<file path="config.mk">
export PLATFORM = sky130hd
export DESIGN_NAME = mult_cs_resolve_mac_flat
export DESIGN_NICKNAME = d
export VERILOG_FILES = /design/src/rtl/mult_pkg.sv /design/src/rtl/mult_cs_resolve_mac_if.sv /design/src/rtl/mult_split_cpa.sv /design/src/rtl/mult_cs_resolve_mac.sv /design/src/flat_wrapper.sv
export SDC_FILE = /design/constraint.sdc
export NUM_CORES = 1
export LEC_CHECK = 0
export ABC_AREA = 0
export CAP_MARGIN = 20
export CORE_MARGIN = 2
export CORE_UTILIZATION = 45
export CTS_BUF_LIST = sky130_fd_sc_hd__clkbuf_2
export CTS_CLUSTER_SIZE = 28
export DETAILED_ROUTE_END_ITERATION = 10
export PLACE_DENSITY = 0.7
export SLEW_MARGIN = 10
export SYNTH_ARGS = -nofsm -noshare
export SYNTH_HDL_FRONTEND = slang
export SYNTH_SLANG_ARGS = --single-unit
export TNS_END_PERCENT = 30
</file>
<file path="constraint.sdc">
create_clock -name clk -period 2.9 [get_ports clk]
set_input_delay 0.58 -clock clk [delete_from_list [all_inputs] [get_ports clk]]
set_output_delay 0.58 -clock clk [all_outputs]
set_load 0.1 [all_outputs]
</file>
<file path="src/rtl/mult_pkg.sv">
// -----------------------------------------------------------------------------
// mult_pkg
// Shared definitions for the carry-save multiplier resolve stage: the default
// operand width, the derived row/product widths and the stage-1 payload that
// carries a half-resolved row pair between the two adder stages.
// -----------------------------------------------------------------------------
package mult_pkg;

    localparam int W      = 4;
    localparam int ROW_W  = 2 * W;
    localparam int PROD_W = 2 * W + 1;

    // Low half already added (lo + c1). High halves are kept raw for stage 2.
    typedef struct packed {
        logic [W-1:0] lo;
        logic         c1;
        logic [W-1:0] hi_a;
        logic [W-1:0] hi_b;
        logic         acc;
    } s1_payload_t;

endpackage

</file>
<file path="src/rtl/mult_cs_resolve_mac_if.sv">
// -----------------------------------------------------------------------------
// mult_cs_resolve_mac_if
// Bundles the input row-pair handshake and the output result handshake of the
// resolve/accumulate stage.
//   master : drives in_valid/in_row_a/in_row_b/in_acc and out_ready
//   slave  : drives in_ready and out_valid/out_sum/out_acc/out_ovf
// -----------------------------------------------------------------------------
interface mult_cs_resolve_mac_if #(
    parameter int W     = mult_pkg::W,
    parameter int ACC_W = 16
);

    logic             in_valid;
    logic             in_ready;
    logic [2*W-1:0]   in_row_a;
    logic [2*W-1:0]   in_row_b;
    logic             in_acc;
    logic             out_valid;
    logic             out_ready;
    logic [2*W:0]     out_sum;
    logic [ACC_W-1:0] out_acc;
    logic             out_ovf;

    modport master (
        output in_valid, in_row_a, in_row_b, in_acc, out_ready,
        input  in_ready, out_valid, out_sum, out_acc, out_ovf
    );

    modport slave (
        input  in_valid, in_row_a, in_row_b, in_acc, out_ready,
        output in_ready, out_valid, out_sum, out_acc, out_ovf
    );

endinterface

</file>
<file path="src/rtl/mult_split_cpa.sv">
// -----------------------------------------------------------------------------
// mult_split_cpa
// Combinational N-bit slice of the carry-propagate adder: a + b + cin.
//   a_i, b_i : N-bit addends
//   cin_i    : carry in from the lower slice
//   sum_o    : N-bit sum
//   cout_o   : carry out to the upper slice
// -----------------------------------------------------------------------------
module mult_split_cpa #(
    parameter int N = 4
) (
    input  logic [N-1:0] a_i,
    input  logic [N-1:0] b_i,
    input  logic         cin_i,
    output logic [N-1:0] sum_o,
    output logic         cout_o
);

    assign {cout_o, sum_o} = {1'b0, a_i} + {1'b0, b_i} + {{N{1'b0}}, cin_i};

endmodule

</file>
<file path="src/rtl/mult_cs_resolve_mac.sv">
// -----------------------------------------------------------------------------
// mult_cs_resolve_mac
// Resolves the two redundant rows of the 4x4 carry-save multiplier into the
// full product with a two-stage pipelined adder (low half, then high half plus
// carry) and optionally accumulates each product into a wrapping running sum.
//   clk : rising-edge clock
//   rst : synchronous active-high reset
//   bus : slave side of mult_cs_resolve_mac_if (row pair in, result out)
// W must equal mult_pkg::W because the stage-1 payload type is sized by it.
// -----------------------------------------------------------------------------
module mult_cs_resolve_mac #(
    parameter int W     = 4,
    parameter int ACC_W = 16
) (
    input  logic                  clk,
    input  logic                  rst,
    mult_cs_resolve_mac_if.slave  bus
);

    import mult_pkg::*;

    s1_payload_t       s1_q, s1_d;
    logic              s1_valid_q, s1_valid_d;
    logic              s2_valid_q, s2_valid_d;
    logic [PROD_W-1:0] sum_q, sum_d;
    logic [ACC_W-1:0]  acc_q, acc_d;
    logic              ovf_q, ovf_d;

    logic              adv1, adv2;
    logic [W-1:0]      lo_sum, hi_sum;
    logic              lo_carry, hi_carry;
    logic [PROD_W-1:0] prod;
    logic [ACC_W-1:0]  prod_ext, acc_add;
    logic              acc_carry;

    // A stage may load whenever it is empty or its contents leave this cycle.
    assign adv2         = !s2_valid_q || bus.out_ready;
    assign adv1         = !s1_valid_q || adv2;
    assign bus.in_ready = adv1;

    mult_split_cpa #(.N(W)) u_cpa_lo (
        .a_i    (bus.in_row_a[W-1:0]),
        .b_i    (bus.in_row_b[W-1:0]),
        .cin_i  (1'b0),
        .sum_o  (lo_sum),
        .cout_o (lo_carry)
    );

    mult_split_cpa #(.N(W)) u_cpa_hi (
        .a_i    (s1_q.hi_a),
        .b_i    (s1_q.hi_b),
        .cin_i  (s1_q.c1),
        .sum_o  (hi_sum),
        .cout_o (hi_carry)
    );

    // The high-half carry becomes the top product bit, so nothing is truncated.
    assign prod     = {hi_carry, hi_sum, s1_q.lo};
    assign prod_ext = ACC_W'(prod);
    assign {acc_carry, acc_add} = {1'b0, acc_q} + {1'b0, prod_ext};

    // Next-state for both stages. Everything holds by default; the accumulator
    // only moves when stage 2 actually takes a new beat, so a stall can never
    // add the same product twice.
    always_comb begin
        s1_valid_d = s1_valid_q;
        s1_d       = s1_q;
        s2_valid_d = s2_valid_q;
        sum_d      = sum_q;
        acc_d      = acc_q;
        ovf_d      = ovf_q;

        if (adv1) begin
            s1_valid_d = bus.in_valid;
            if (bus.in_valid) begin
                s1_d.lo   = lo_sum;
                s1_d.c1   = lo_carry;
                s1_d.hi_a = bus.in_row_a[ROW_W-1:W];
                s1_d.hi_b = bus.in_row_b[ROW_W-1:W];
                s1_d.acc  = bus.in_acc;
            end
        end

        if (adv2) begin
            s2_valid_d = s1_valid_q;
            if (s1_valid_q) begin
                sum_d = prod;
                if (s1_q.acc) begin
                    acc_d = acc_add;
                    ovf_d = ovf_q | acc_carry;
                end else begin
                    acc_d = prod_ext;
                    ovf_d = 1'b0;
                end
            end
        end
    end

    // Pipeline registers; reset wins over any transfer in the same cycle.
    always_ff @(posedge clk) begin
        if (rst) begin
            s1_valid_q <= 1'b0;
            s1_q       <= '0;
            s2_valid_q <= 1'b0;
            sum_q      <= '0;
            acc_q      <= '0;
            ovf_q      <= 1'b0;
        end else begin
            s1_valid_q <= s1_valid_d;
            s1_q       <= s1_d;
            s2_valid_q <= s2_valid_d;
            sum_q      <= sum_d;
            acc_q      <= acc_d;
            ovf_q      <= ovf_d;
        end
    end

    assign bus.out_valid = s2_valid_q;
    assign bus.out_sum   = sum_q;
    assign bus.out_acc   = acc_q;
    assign bus.out_ovf   = ovf_q;

endmodule

</file>
<file path="src/flat_wrapper.sv">
// flat-port wrapper written by rule: the top's interface ports become plain ports
module mult_cs_resolve_mac_flat import mult_pkg::*;
#(
    parameter int W     = 4,
    parameter int ACC_W = 16
)
  (clk, rst, bus_in_valid, bus_in_row_a, bus_in_row_b, bus_in_acc, bus_out_ready, bus_in_ready, bus_out_valid, bus_out_sum, bus_out_acc, bus_out_ovf);
  mult_cs_resolve_mac_if #(.W(W), .ACC_W(ACC_W)) bus_i ();
  input  logic clk;
  input  logic rst;
  input wire logic [$bits(bus_i.in_valid)-1:0] bus_in_valid;
  input wire logic [$bits(bus_i.in_row_a)-1:0] bus_in_row_a;
  input wire logic [$bits(bus_i.in_row_b)-1:0] bus_in_row_b;
  input wire logic [$bits(bus_i.in_acc)-1:0] bus_in_acc;
  input wire logic [$bits(bus_i.out_ready)-1:0] bus_out_ready;
  output wire logic [$bits(bus_i.in_ready)-1:0] bus_in_ready;
  output wire logic [$bits(bus_i.out_valid)-1:0] bus_out_valid;
  output wire logic [$bits(bus_i.out_sum)-1:0] bus_out_sum;
  output wire logic [$bits(bus_i.out_acc)-1:0] bus_out_acc;
  output wire logic [$bits(bus_i.out_ovf)-1:0] bus_out_ovf;
  assign bus_i.in_valid = bus_in_valid;
  assign bus_i.in_row_a = bus_in_row_a;
  assign bus_i.in_row_b = bus_in_row_b;
  assign bus_i.in_acc = bus_in_acc;
  assign bus_i.out_ready = bus_out_ready;
  assign bus_in_ready = bus_i.in_ready;
  assign bus_out_valid = bus_i.out_valid;
  assign bus_out_sum = bus_i.out_sum;
  assign bus_out_acc = bus_i.out_acc;
  assign bus_out_ovf = bus_i.out_ovf;
  mult_cs_resolve_mac #(.W(W), .ACC_W(ACC_W)) u_core (.clk(clk), .rst(rst), .bus(bus_i));
endmodule
</file>
# --- Word level (Yosys, flattened, before mapping) ---
# Index checks and enable logic that the tools add are counted.
classes:
  order_cmp: 0
  multipliers: 0
  n_div: 0
  n_addsub: 4
  reduce_logical: 6
  n_mux: 2
  n_shift: 0
  bitwise: 1
  n_eq_ne: 0
op_table:
  columns: ["op", "count"]
  rows:
  - ["16-bit by 9-bit adder with 17-bit output", 1]
  - ["16-bit two-way mux", 1]
  - ["4-bit by 4-bit adder with 5-bit output", 2]
  - ["5-bit by 1-bit adder with 5-bit output", 1]
  - ["2-bit AND reduction", 2]
  - ["1-bit zero test", 2]
  - ["1-bit logical OR", 2]
  - ["1-bit two-way mux", 1]
  - ["1-bit OR", 1]
word_totals:
  ff_bits: 42
  latchBits: 0
  mem_bits_ro: 0
  wordCells: 23
  n_memories: 0
  ram_bits: 0
  input_bits: 21

# --- Logic depth before layout (Yosys ltp) ---
logic_depth:
  ltp_word: 5
  depth_mapped: 12
  depth_no_buf: 12

# --- By module ---
# From an unflattened synthesis, not the netlist that was laid out.
unflattened:
  cells_unflattened: 279
  area_unflattened_um2: 2357.3
modules_own_cells:
  columns: ["module", "instances", "cells_each", "area_per_inst_um2", "seq_area_each_um2"]
  rows:
  - ["mult_cs_resolve_mac", 1, 247, 2069.5, 840.8]
  - ["mult_split_cpa", 2, 16, 143.9, 0.0]

# --- Worst setup path after synthesis ---
# OpenSTA, ideal clock, no wires.
synth_path:
  kind: "reg2reg"
  startpoint: "register u_core.s2_valid_q (netlist: u_core.bus.out_valid)"
  endpoint: "register u_core.s1_q[1] (netlist bit)"
  setup_slack_ps: 99
  period_less_slack_ps: 2801
  t_required_ps: 2767
  setup_time_ps: 133
  stages_incl_launch_ff: 8
  n_path_buf: 2
  t_arrival_ps: 2668
  cell_sequence: "dfxtp_1 nor2b_1 nand2_1 and2_1 clkbuf_1 buf_2 nand2_1 a21oi_1"
synth_between:
  elab_chain_len: 4
synth_lines:
  columns: ["element", "line", "source"]
  rows:
  - ["start: declaration", "mult_cs_resolve_mac.sv:24", "logic s2_valid_q, s2_valid_d;"]
  - ["start signal: assignment", "mult_cs_resolve_mac.sv:111", "s2_valid_q <= s2_valid_d;"]
  - ["1-bit zero test", "mult_cs_resolve_mac.sv:37", "assign adv2 = !s2_valid_q || bus.out_ready;"]
  - ["1-bit logical OR", "mult_cs_resolve_mac.sv:37", null]
  - ["1-bit logical OR", "mult_cs_resolve_mac.sv:38", "assign adv1 = !s1_valid_q || adv2;"]
  - ["via bus_in_ready", "flat_wrapper.sv:16", "output wire logic [$bits(bus_i.in_ready)-1:0] bus_in_ready;"]
  - ["2-bit AND reduction (no line)", null, null]
  - ["end signal: assignment", "mult_cs_resolve_mac.sv:103", "s1_q <= '0;"]
  - ["end signal: assignment", "mult_cs_resolve_mac.sv:110", "s1_q <= s1_d;"]
  - ["end: declaration", "mult_cs_resolve_mac.sv:22", "s1_payload_t s1_q, s1_d;"]
# The timed path passes the listed nets, and every way through them passes these cells.
# A chain may end at the register's enable or synchronous reset.

# --- Final worst setup path ---
layout_path:
  startpoint: "register u_core.s1_q[5] (netlist bit)"
  endpoint: "register u_core.acc_q[15] (netlist: u_core.bus.out_acc[15])"
layout_between:
  elab_chain_len: 4
layout_lines:
  columns: ["element", "line", "source"]
  rows:
  - ["4-bit by 4-bit adder with 5-bit output", "mult_split_cpa.sv:19", "assign {cout_o, sum_o} = {1'b0, a_i} + {1'b0, b_i} + {{N{1'b0}}, cin_i};"]
  - ["5-bit by 1-bit adder with 5-bit output", "mult_split_cpa.sv:19", null]
  - ["via u_core.hi_sum[2]", "mult_cs_resolve_mac.sv:30", "logic [W-1:0] lo_sum, hi_sum;"]
  - ["16-bit by 9-bit adder with 17-bit output", "mult_cs_resolve_mac.sv:60", "assign {acc_carry, acc_add} = {1'b0, acc_q} + {1'b0, prod_ext};"]
  - ["16-bit two-way mux", "mult_cs_resolve_mac.sv:88", "if (s1_q.acc) begin"]
  - ["end signal: assignment", "mult_cs_resolve_mac.sv:106", "acc_q <= '0;"]
  - ["end signal: assignment", "mult_cs_resolve_mac.sv:113", "acc_q <= acc_d;"]
  - ["end: declaration", "mult_cs_resolve_mac.sv:26", "logic [ACC_W-1:0] acc_q, acc_d;"]
# The timed path passes the listed nets, and every way through them passes these cells.

==> qor.txt <==
Placer Congestion = 0.862
Max-Cap Viols = 0
Clk_skew = 0.0125 ns
Pre-CTS setup slack = 0.115 ns
Type of origin of the critical path = flop
Routed Antenna Nets = 0
Placed cells = 390
Fin. Hold Viols = 0
Die Ht = 76.2 microns
Slew Limit Fails = 0
Overall power = 1.26 mW
Clock buffer depth = 2
Iter 0 DRT Violations = 109
Final Cycle Share = 95.3%
Setup ws final = 0.137 ns
WP data arrival = 3.11 ns
Final wirelength = 4970 microns
Non-Filler Instances = 398
Register area share after synthesis = 35.9%
Routed wire per std cell = 12.5 microns
Fill count = 501
Num ports = 49
Detail Placement HPWL = 3730 microns
Max_slew headroom = 60.9%
Cts bufs inserted = 5
Clk root buf = clkbuf_2
Setup fix buffers added after clock tree synthesis = 0
Vias in the first global route = 1,909
Antenna cell count = 0
Outcome = finished, final reports clean
Post-synthesis register bit count = 42
R2R cell count = 10
Remaining DRCs = 0
I/O Buffers = 48
PwrDens = 436 nW/um^2
Tmin final = 2.76 ns
VDD IR max = 0.259 mV
Hold Path End = u_core.bus.out_sum[1]$_SDFFE_PP0P_
Crit Path Max Fanout = 6
Commonest non-fill, non-tap cell in the layout = nand2_1
Worst path required time = 3.25 ns
Die Area = 5800 sq um
Final hold slack = 0.472 ns
Largest net degree at the start of global routing = 35
Syn. warnings = 0
Critical Setup Path Class = flop to flop
Setup_tns = 0 ns
Via count = 2,000
Worst Max-Slew Pin Slew = 0.586 ns
Net Count, Synth = 319
Cts hold-fix bufs = 0
CP endpoint kind = flop
Initial core utilization = 46.2%
CTS resizes = 0
Reg2reg end = u_core.bus.out_acc[15]$_SDFFE_PP0P_
Synth Cell Area = 2340 sq um
DRT Pass-1 Iters = 4
Core region area = 5070 sq um
Syn_area_per_cell = 8.43 sq um
Share of cells above drive strength 1 = 15.5%
Area contributors post-synth = dfxtp_1 36%, nand2_1 9.6%, ha_1 8.5%, a21oi_1 6.4%, a21o_1 3.8%
Drt via density = 5.03
CTS tree = done
H-Tree Depth = 2
Yosys top cell by area = dfxtp_1
Area grow syn2layout = 23.5%
Hold path start = u_core.bus.out_sum[1]$_SDFFE_PP0P_
Final #Nets = 368
Most frequent cells in the layout = 60 x nand2_1, 42 x dfxtp_1, 34 x buf_4
Die X = 76.2 microns
Sink Count = 42
Initial antenna violation count = 0
GR Overflow Total = 0
R2R Setup Slk = 0.14 ns
Leak = 1.30 nW
Reg clk slew, reported paths = 0.20 ns
RR Startpoint = u_core.s1_q[5]$_SDFFE_PP0P_
Min-Delay Path Class = flop to flop
Fmax = 362 MHz
Gr usage total = 18.0%
Netlist cell types = 38
Row count = 26
Final setup fails = 0
First-pass GRT wire length = 8580 microns
Hold path depth = 2
RSZ-0062 raised after global routing = yes
Synth top area share = 35.9%
Worst-Skew Late Latency = 0.41 ns
Post-Syn Instances = 278
## where the power goes
part / internal [mW] / switching (mW) / total, mW / leakage [nW]
Combinational: 0.143 / 0.245 / 0.389 / 0.935
Clock: 0.0515 / 0.186 / 0.238 / 0.0255
Sequential: 0.607 / 0.0288 / 0.636 / 0.344
Total: 0.802 / 0.460 / 1.26 / 1.30
## worst max-delay path by stage
stage                                       from  cells past startpoint                             endpoint  slack, ns
3_3_place_gp         u_core.s1_q[9]$_SDFFE_PP0P_                     10  u_core.bus.out_acc[11]$_SDFFE_PP0P_       0.20
6_report             u_core.s1_q[5]$_SDFFE_PP0P_                     10  u_core.bus.out_acc[15]$_SDFFE_PP0P_       0.14
4_1_cts              u_core.s1_q[9]$_SDFFE_PP0P_                     10  u_core.bus.out_acc[15]$_SDFFE_PP0P_       0.06
3_5_place_dp         u_core.s1_q[9]$_SDFFE_PP0P_                     10  u_core.bus.out_acc[15]$_SDFFE_PP0P_       0.12
2_1_floorplan  u_core.bus.out_valid$_SDFFE_PP0P_                      7          u_core.s1_q[1]$_SDFFE_PP0P_        0.1
5_1_grt              u_core.s1_q[9]$_SDFFE_PP0P_                     10  u_core.bus.out_acc[15]$_SDFFE_PP0P_      -0.02
## cells by family after synthesis
group	after synthesis	share of synthesized area, %
compound gates	67	20.1
flops	42	35.9
mux	9	4.06
buf+inv	22	3.79
fa+ha+maj	20	12.0
simple gates	109	20.8
xor+xnor	9	3.36
## area by class of cell
| type | instances | area [sq um] | area share, % |
|---|---|---|---|
| multi-input cells | 214 | 1420 | 49.1 |
| flip-flops and latches | 42 | 841 | 29.0 |
| repair buffers | 55 | 475 | 16.4 |
| well taps | 70 | 87.6 | 3.03 |
| inverters | 9 | 33.8 | 1.17 |
| clock buffers | 5 | 25.0 | 0.864 |
| clock inverters | 3 | 11.3 | 0.389 |
## layer usage
| metal | global-route usage [%] | share of wire [%] | wire, microns | vias to the layer above |
|---|---|---|---|---|
| met5 | 0 | 0 | 0 | - |
| met4 | 5.45 | 1.2 | 59 | 0 |
| met3 | 4.74 | 3.3 | 163 | 7 |
| met2 | 28.5 | 46 | 2260 | 33 |
| met1 | 24.3 | 50 | 2480 | 900 |
| li1 | - | - | - | 1060 |
## metrics by stage
| stage | instance area, sq um | util, % |
|---|---|---|
| after floorplan | 2340 | - |
| after global placement | 2850 | 56.2 |
| after detailed placement | 2850 | 56.2 |
| after CTS | 2890 | 56.9 |
| after global routing | 2900 | 57.1 |
| final | 2900 | 57.1 |
## flip-flops by register name (all words and copies together) (netlist names)
name / count
u_core.bus.out_ovf: 1
u_core.s1_q: 10
u_core.s1_valid_q: 1
u_core.prod: 4
u_core.bus.out_sum: 9
u_core.bus.out_valid: 1
u_core.bus.out_acc: 16
## Yosys cell counts, drive strengths merged
cell type and count:
nand2 60, dfxtp 42, a21oi 32, nor2 18, ha 16, a21o 12, inv 9, xnor2 9
mux2i 8, nand2b 8, a211oi 7, buf 7, clkbuf 6, nand3 5, o21ai 5, fa 4
nor2b 4, nor3 4, o211ai 4, and2 3, a221oi 2, and3 2, nand4b 2, a311o 1
a31oi 1, a41oi 1, and4bb 1, mux2 1, nand4 1, nor4 1, o2111ai 1, o21a 1
## critical path, stage by stage (launching register included)
cell and delay, ns:
dfxtp_1 0.40, fa_1 0.20, inv_1 0.06, fa_1 0.42
xnor2_2 0.23, ha_1 0.33, a21o_1 0.24, a21o_1 0.18
a21o_1 0.21, o211ai_1 0.22, mux2i_1 0.22
(Power assumes the default switching activity.)
==> edit 1, RTL diff (config.mk and constraints unchanged) <==
`ACC_W` is set to 16 in 3 places; all go to 14.
--- a/src/rtl/mult_cs_resolve_mac_if.sv
+++ b/src/rtl/mult_cs_resolve_mac_if.sv
@@ -9,3 +9,3 @@
     parameter int W     = mult_pkg::W,
-    parameter int ACC_W = 16
+    parameter int ACC_W = 14
 );
--- a/src/rtl/mult_cs_resolve_mac.sv
+++ b/src/rtl/mult_cs_resolve_mac.sv
@@ -12,3 +12,3 @@
     parameter int W     = 4,
-    parameter int ACC_W = 16
+    parameter int ACC_W = 14
 ) (
--- a/src/flat_wrapper.sv
+++ b/src/flat_wrapper.sv
@@ -4,3 +4,3 @@
     parameter int W     = 4,
-    parameter int ACC_W = 16
+    parameter int ACC_W = 14
 )
Ports: changed (resized bus_out_acc); port bits go from 49 to 47. The function was not compared with the original's and may differ.
==> edit 1 against the unedited design <==
Core utilization up 2.1 points. Clock power rose by 48%. Design area rose by 2.4%. Power rose by 7.4%. Sequential cell count fell by 2. Critical path depth increased by 3. Setup slack improved by 0.036 ns. Synthesized area is 1.7% lower. Routed wire length grew 9.8%. Critical endpoint is now u_core.bus.out_acc[11].
==> edit 1: results (changes against the unedited design) <==
qor: outcome.outcome finished, final reports clean [unchanged]
qor: routing.drt_first_pass_iters 5 [was 4]
qor: sta.timing.max_slew.rel_slack 0.686 [was 0.609]
qor: sta.clock-skew-final 0.0242 ns [was 0.0125 ns]
qor: clock_network.clk_pin_slew_worst_paths 0.23 ns [was 0.20 ns]
qor: global_routing.grtUsageTotal 0.208 [was 0.180]
qor: synth.post_synth.cell_area_avg 8.06 um^2 [was 8.43 um^2]
qor: routing.drt-initial-drc-count 180 [was 109]
qor: placement.dp_hpwl 3940 um [was 3730 um]
qor: worst_setup_path.timing.reg2reg.setup_slack 0.17 ns [was 0.14 ns]
qor: global_routing.grt_max_degree 33 [was 35]
qor: synth.netlist_top_cells_area sky130_fd_sc_hd__dfxtp_1 35%, sky130_fd_sc_hd__ha_1 8.7%, sky130_fd_sc_hd__a21oi_1 8.3% [was sky130_fd_sc_hd__dfxtp_1 36%, sky130_fd_sc_hd__nand2_1 9.6%, sky130_fd_sc_hd__ha_1 8.5%]
qor: worst_setup_path.startpoint u_core.s1_q[9] [was u_core.s1_q[5]]
qor: synth.synth.distinct_cells 49 [was 38]
qor: power.power.switching_fraction 0.358 [was 0.365]
qor: placement.pre_cts_ws 0.0749 ns [was 0.115 ns]
qor: placement.placedCellCount 398 [was 390]
qor: sta.period_needed 2.73 ns [was 2.76 ns]
qor: global_routing.via_count_of_the_first_global_routing_pass 1,990 [was 1,909]
qor: routing.wire_per_inst 13.3 um [was 12.5 um]
qor: final_layout.layoutNonFillerInstCount 409 [was 398]
qor: worst_setup_path.worst_ep_arrival_time 3.12 ns [was 3.11 ns]
qor: synth.synth_nets 327 [was 319]
qor: worst_setup_path.r2r_cells 13 [was 10]
qor: synth.netlist_top_cells_count 47 x sky130_fd_sc_hd__nand2_1, 40 x sky130_fd_sc_hd__dfxtp_1, 38 x sky130_fd_sc_hd__a21oi_1 [was 60 x sky130_fd_sc_hd__nand2_1, 42 x sky130_fd_sc_hd__dfxtp_1, 30 x sky130_fd_sc_hd__a21oi_1]
qor: placement.buffer_ports.inserted 46 [was 48]
qor: placement.placer_congestion_estimate 0.858 [was 0.862]
qor: final_layout.final_nets 379 [was 368]
## edit 1: repair_timing
action / 4_1_cts / 5_1_grt
gates resized for setup: 0 / 13
endpoints found under the setup margin: 0 / 6
setup buffers: 0 / 3
## edit 1: routing by layer
| metal | part of all wire | track usage |
|---|---|---|
| met1 | 0.50 | 0.275 |
| met2 | 0.44 | 0.333 |
| met3 | 0.046 | 0.0503 |
| met4 | 0.014 | 0.0682 |
| met5 | 0 | 0 |
## edit 1: power groups by stage
stage          sequential [mW]  combinational [mW]  clock [mW]
2_1_floorplan            0.711               0.180           0
3_3_place_gp             0.614               0.377           0
3_5_place_dp             0.614               0.380           0
4_1_cts                  0.603               0.382       0.355
5_1_grt                  0.609               0.434       0.382
6_report                 0.604               0.399       0.352
## edit 1: kinds of logic (layout without fill, tap and decap cells)
| logic type | Yosys count | in the layout | share of synthesized area |
|---|---|---|---|
| compound gates | 80 | 80 | 0.219 |
| fa+ha+maj | 20 | 20 | 0.122 |
| mux | 2 | 2 | 0.00869 |
| simple gates | 109 | 109 | 0.232 |
| buf+inv | 30 | 83 | 0.0521 |
| flops | 40 | 40 | 0.347 |
| xor+xnor | 5 | 5 | 0.0190 |
## edit 1: metrics by stage
step                 util  hold WS [ns]  area (um^2)
floorplan               -         0.440         2310
CTS                 0.576         0.472         2880
global placement    0.562         0.444         2820
detailed placement  0.562         0.448         2820
finish              0.592         0.467         2970
global route        0.592         0.498         2970
## edit 1: cell type report
| type | instances | area, um^2 |
|---|---|---|
| Sequential cell | 40 | 805 |
| Tap cell | 70 | 87.6 |
| Multi-Input combinational cell | 216 | 1440 |
| Fill cell | 502 | 2040 |
| Inverter | 16 | 60.1 |
| Clock inverter | 3 | 42.5 |
| Clock buffer | 5 | 25.0 |
| Timing Repair Buffer | 59 | 505 |
==> edit 2, RTL diff (same flow settings) <==
Without the edit above. Take the reset off `sum_q` and load it in a clocked block of its own.
--- a/src/rtl/mult_cs_resolve_mac.sv
+++ b/src/rtl/mult_cs_resolve_mac.sv
@@ -104,3 +104,2 @@
             s2_valid_q <= 1'b0;
-            sum_q      <= '0;
             acc_q      <= '0;
@@ -111,3 +110,2 @@
             s2_valid_q <= s2_valid_d;
-            sum_q      <= sum_d;
             acc_q      <= acc_d;
@@ -115,2 +113,6 @@
         end
+    end
+
+    always_ff @(posedge clk) begin
+        sum_q <= sum_d;
     end
Formal check against the unedited RTL: differs if rst is asserted again (counterexample within 4 cycles, from zero or initial values and one cycle with rst high); with rst held inactive, the same outputs for 10 cycles.
==> edit 2 against the unedited design <==
Power grew 1.3%. Synthesized area shrank 3.5%. Critical path depth is the same. Synthesized cell count shrank 12%. Sequential cell count is the same. Setup slack lost 0.021 ns. Design area shrank 1.4%. Routed wire length shrank 8.5%. Largest cell class unchanged. Highest routed layer unchanged.
==> edit 2: results (changes against the unedited design) <==
qor: outcome.outcome finished, final reports clean [unchanged]
qor: final_layout.layoutNonFillerInstCount 366 [was 398]
qor: power.worst_ir_drop_vdd 246 uV [was 259 uV]
qor: routing.detail_route.wirelength 4550 um [was 4970 um]
qor: global_routing.antenna_found_initial 0 [unchanged]
qor: clock_network.clk_root_buffer_cell sky130_fd_sc_hd__clkbuf_2 [unchanged]
qor: synth.post_synth.cell_area_avg 9.19 um^2 [was 8.43 um^2]
qor: synth.sequential_area_share_after_synthesis 0.412 [was 0.359]
qor: placement.dpl-instance-area 2770 um^2 [was 2850 um^2]
qor: synth.ys_async_sr_fraction 0 [unchanged]
qor: worst_setup_path.worst_ep_arrival_time 3.12 ns [was 3.11 ns]
qor: sta.timing.max_slew.rel_slack 0.620 [was 0.609]
qor: placement.placedCellCount 358 [was 390]
qor: synth.netlist_top_cells_count 44 x sky130_fd_sc_hd__nand2_1, 33 x sky130_fd_sc_hd__dfxtp_1, 25 x sky130_fd_sc_hd__a21oi_1 [was 60 x sky130_fd_sc_hd__nand2_1, 42 x sky130_fd_sc_hd__dfxtp_1, 30 x sky130_fd_sc_hd__a21oi_1]
qor: synth.synth.distinct_cells 44 [was 38]
qor: global_routing.via_count_of_the_first_global_routing_pass 1,727 [was 1,909]
qor: final_layout.final_layout_size_suffix_gt1_frac 0.184 [was 0.155]
qor: hold_path.holdCritPathClass register to register [unchanged]
qor: routing.drt-initial-drc-count 126 [was 109]
qor: synth.synth_nets 287 [was 319]
qor: global_routing.grt_first_pass_wirelength 7780 um [was 8580 um]
qor: clock_network.clkLatencyLatePin 0.40 ns
qor: synth.synth_edf_count 9 [was 0]
qor: power.total_leakage_power 1.19 nW [was 1.30 nW]
qor: worst_setup_path.timing.critical_path.slowest_cell_delay 0.45 ns [was 0.42 ns]
qor: clock_network.clock_tree.htree_level_count 2 [unchanged]
qor: placement.dp_hpwl 3480 um [was 3730 um]
qor: placement.placer_congestion_estimate 0.908 [was 0.862]
qor: global_routing.grtUsageTotal 0.181 [was 0.180]
qor: worst_setup_path.crit_path_max_fanout 6 [unchanged]
qor: final_layout.fillCellCount 441 [was 501]
qor: sta.setup-tns-final 0 ns [unchanged]
qor: synth.netlist_top_cells_area sky130_fd_sc_hd__dfxtp_1 29%, sky130_fd_sc_hd__edfxtp_1 12%, sky130_fd_sc_hd__ha_1 8.9% [was sky130_fd_sc_hd__dfxtp_1 36%, sky130_fd_sc_hd__nand2_1 9.6%, sky130_fd_sc_hd__ha_1 8.5%]
qor: routing.routed_via_density 5.13 [was 5.03]
qor: final_layout.final_nets 339 [was 368]
qor: clock_network.max_clock_buf_depth 2 [unchanged]
qor: global_routing.grt_max_degree 20 [was 35]
qor: sta.clock-skew-final 0.0196 ns [was 0.0125 ns]
qor: synth.synth_flop_cell sky130_fd_sc_hd__dfxtp_1 [unchanged]
qor: clock_network.clk_pin_slew_worst_paths 0.20 ns [about the same]
[edit 2: cell count changes after synthesis, sizes merged, moves of 3 or more]
cell,change
a21oi,-6
inv,+4
dfxtp,-9
nand2,-16
edfxtp,+9
a21o,-6
nor3,-3
nor2,-7
[edit 2: per-layer routing]
| metal | share of wire | wire length, um | GRT usage |
|---|---|---|---|
| met5 | 0 | 0 | 0 |
| met4 | 0.015 | 70 | 0.0694 |
| met3 | 0.057 | 257 | 0.0388 |
| met2 | 0.44 | 2020 | 0.267 |
| met1 | 0.48 | 2200 | 0.259 |
[edit 2: final timing paths]
kind / start / endpoint / slack [ns] / depth (start not counted)
worst min-delay path: u_core.s1_q[3] / u_core.s1_q[3] / 0.47 / 2
worst min register to register: u_core.s1_q[3] / u_core.s1_q[3] / 0.47 / 2
worst max-delay path: u_core.s1_q[9] / u_core.bus.out_acc[14] / 0.12 / 10
worst max register to register: u_core.s1_q[9] / u_core.bus.out_acc[14] / 0.12 / 10
[edit 2: logic make-up after synthesis]
family          share of synthesized area
compound gates                      0.173
xor+xnor                           0.0349
fa+ha+maj                           0.124
buf+inv                            0.0404
flops                               0.412
mux                                0.0443
simple gates                        0.172
[edit 2: what timing repair did]
item / CTS / global route
hold endpoints to repair: 0 / 0
resized for setup: 0 / 8
endpoints found under the setup margin: 0 / 8
buffers inserted: 0 / 0
[edit 2: layout make-up]
type	count	area [um^2]	area share
well taps	67	83.8	0.0294
multi-input cells	182	1280	0.450
repair buffers	54	468	0.164
inverters	13	48.8	0.0171
clock inverters	2	8.76	0.00307
clock buffers	6	30.0	0.0105
flip-flops and latches	42	931	0.326
[edit 2: where the power goes]
group          internal (mW)  switching [mW]
registers              0.632          0.0231
clock network         0.0593           0.183
logic                  0.132           0.249
[edit 2: stage by stage]
stage	power, mW	worst slack (ns)	hold slack, ns	utilization
2_1_floorplan	0.942	0.0618	0.440	-
3_3_place_gp	1.04	0.149	0.449	0.579
3_5_place_dp	1.04	0.0869	0.451	0.579
4_1_cts	1.28	0.0603	0.475	0.587
5_1_grt	1.34	-0.0157	0.492	0.596
6_report	1.28	0.116	0.473	0.596
[edit 2: worst max-delay path, delay by kind of cell, from the launching register on]
family	cells	cell delay [ns]
adders and majority gates	3	1.18
and+or+nand+nor	2	0.39
buffers and inverters	2	0.18
DFF	1	0.37
AOI/OAI and AO/OA	3	0.61
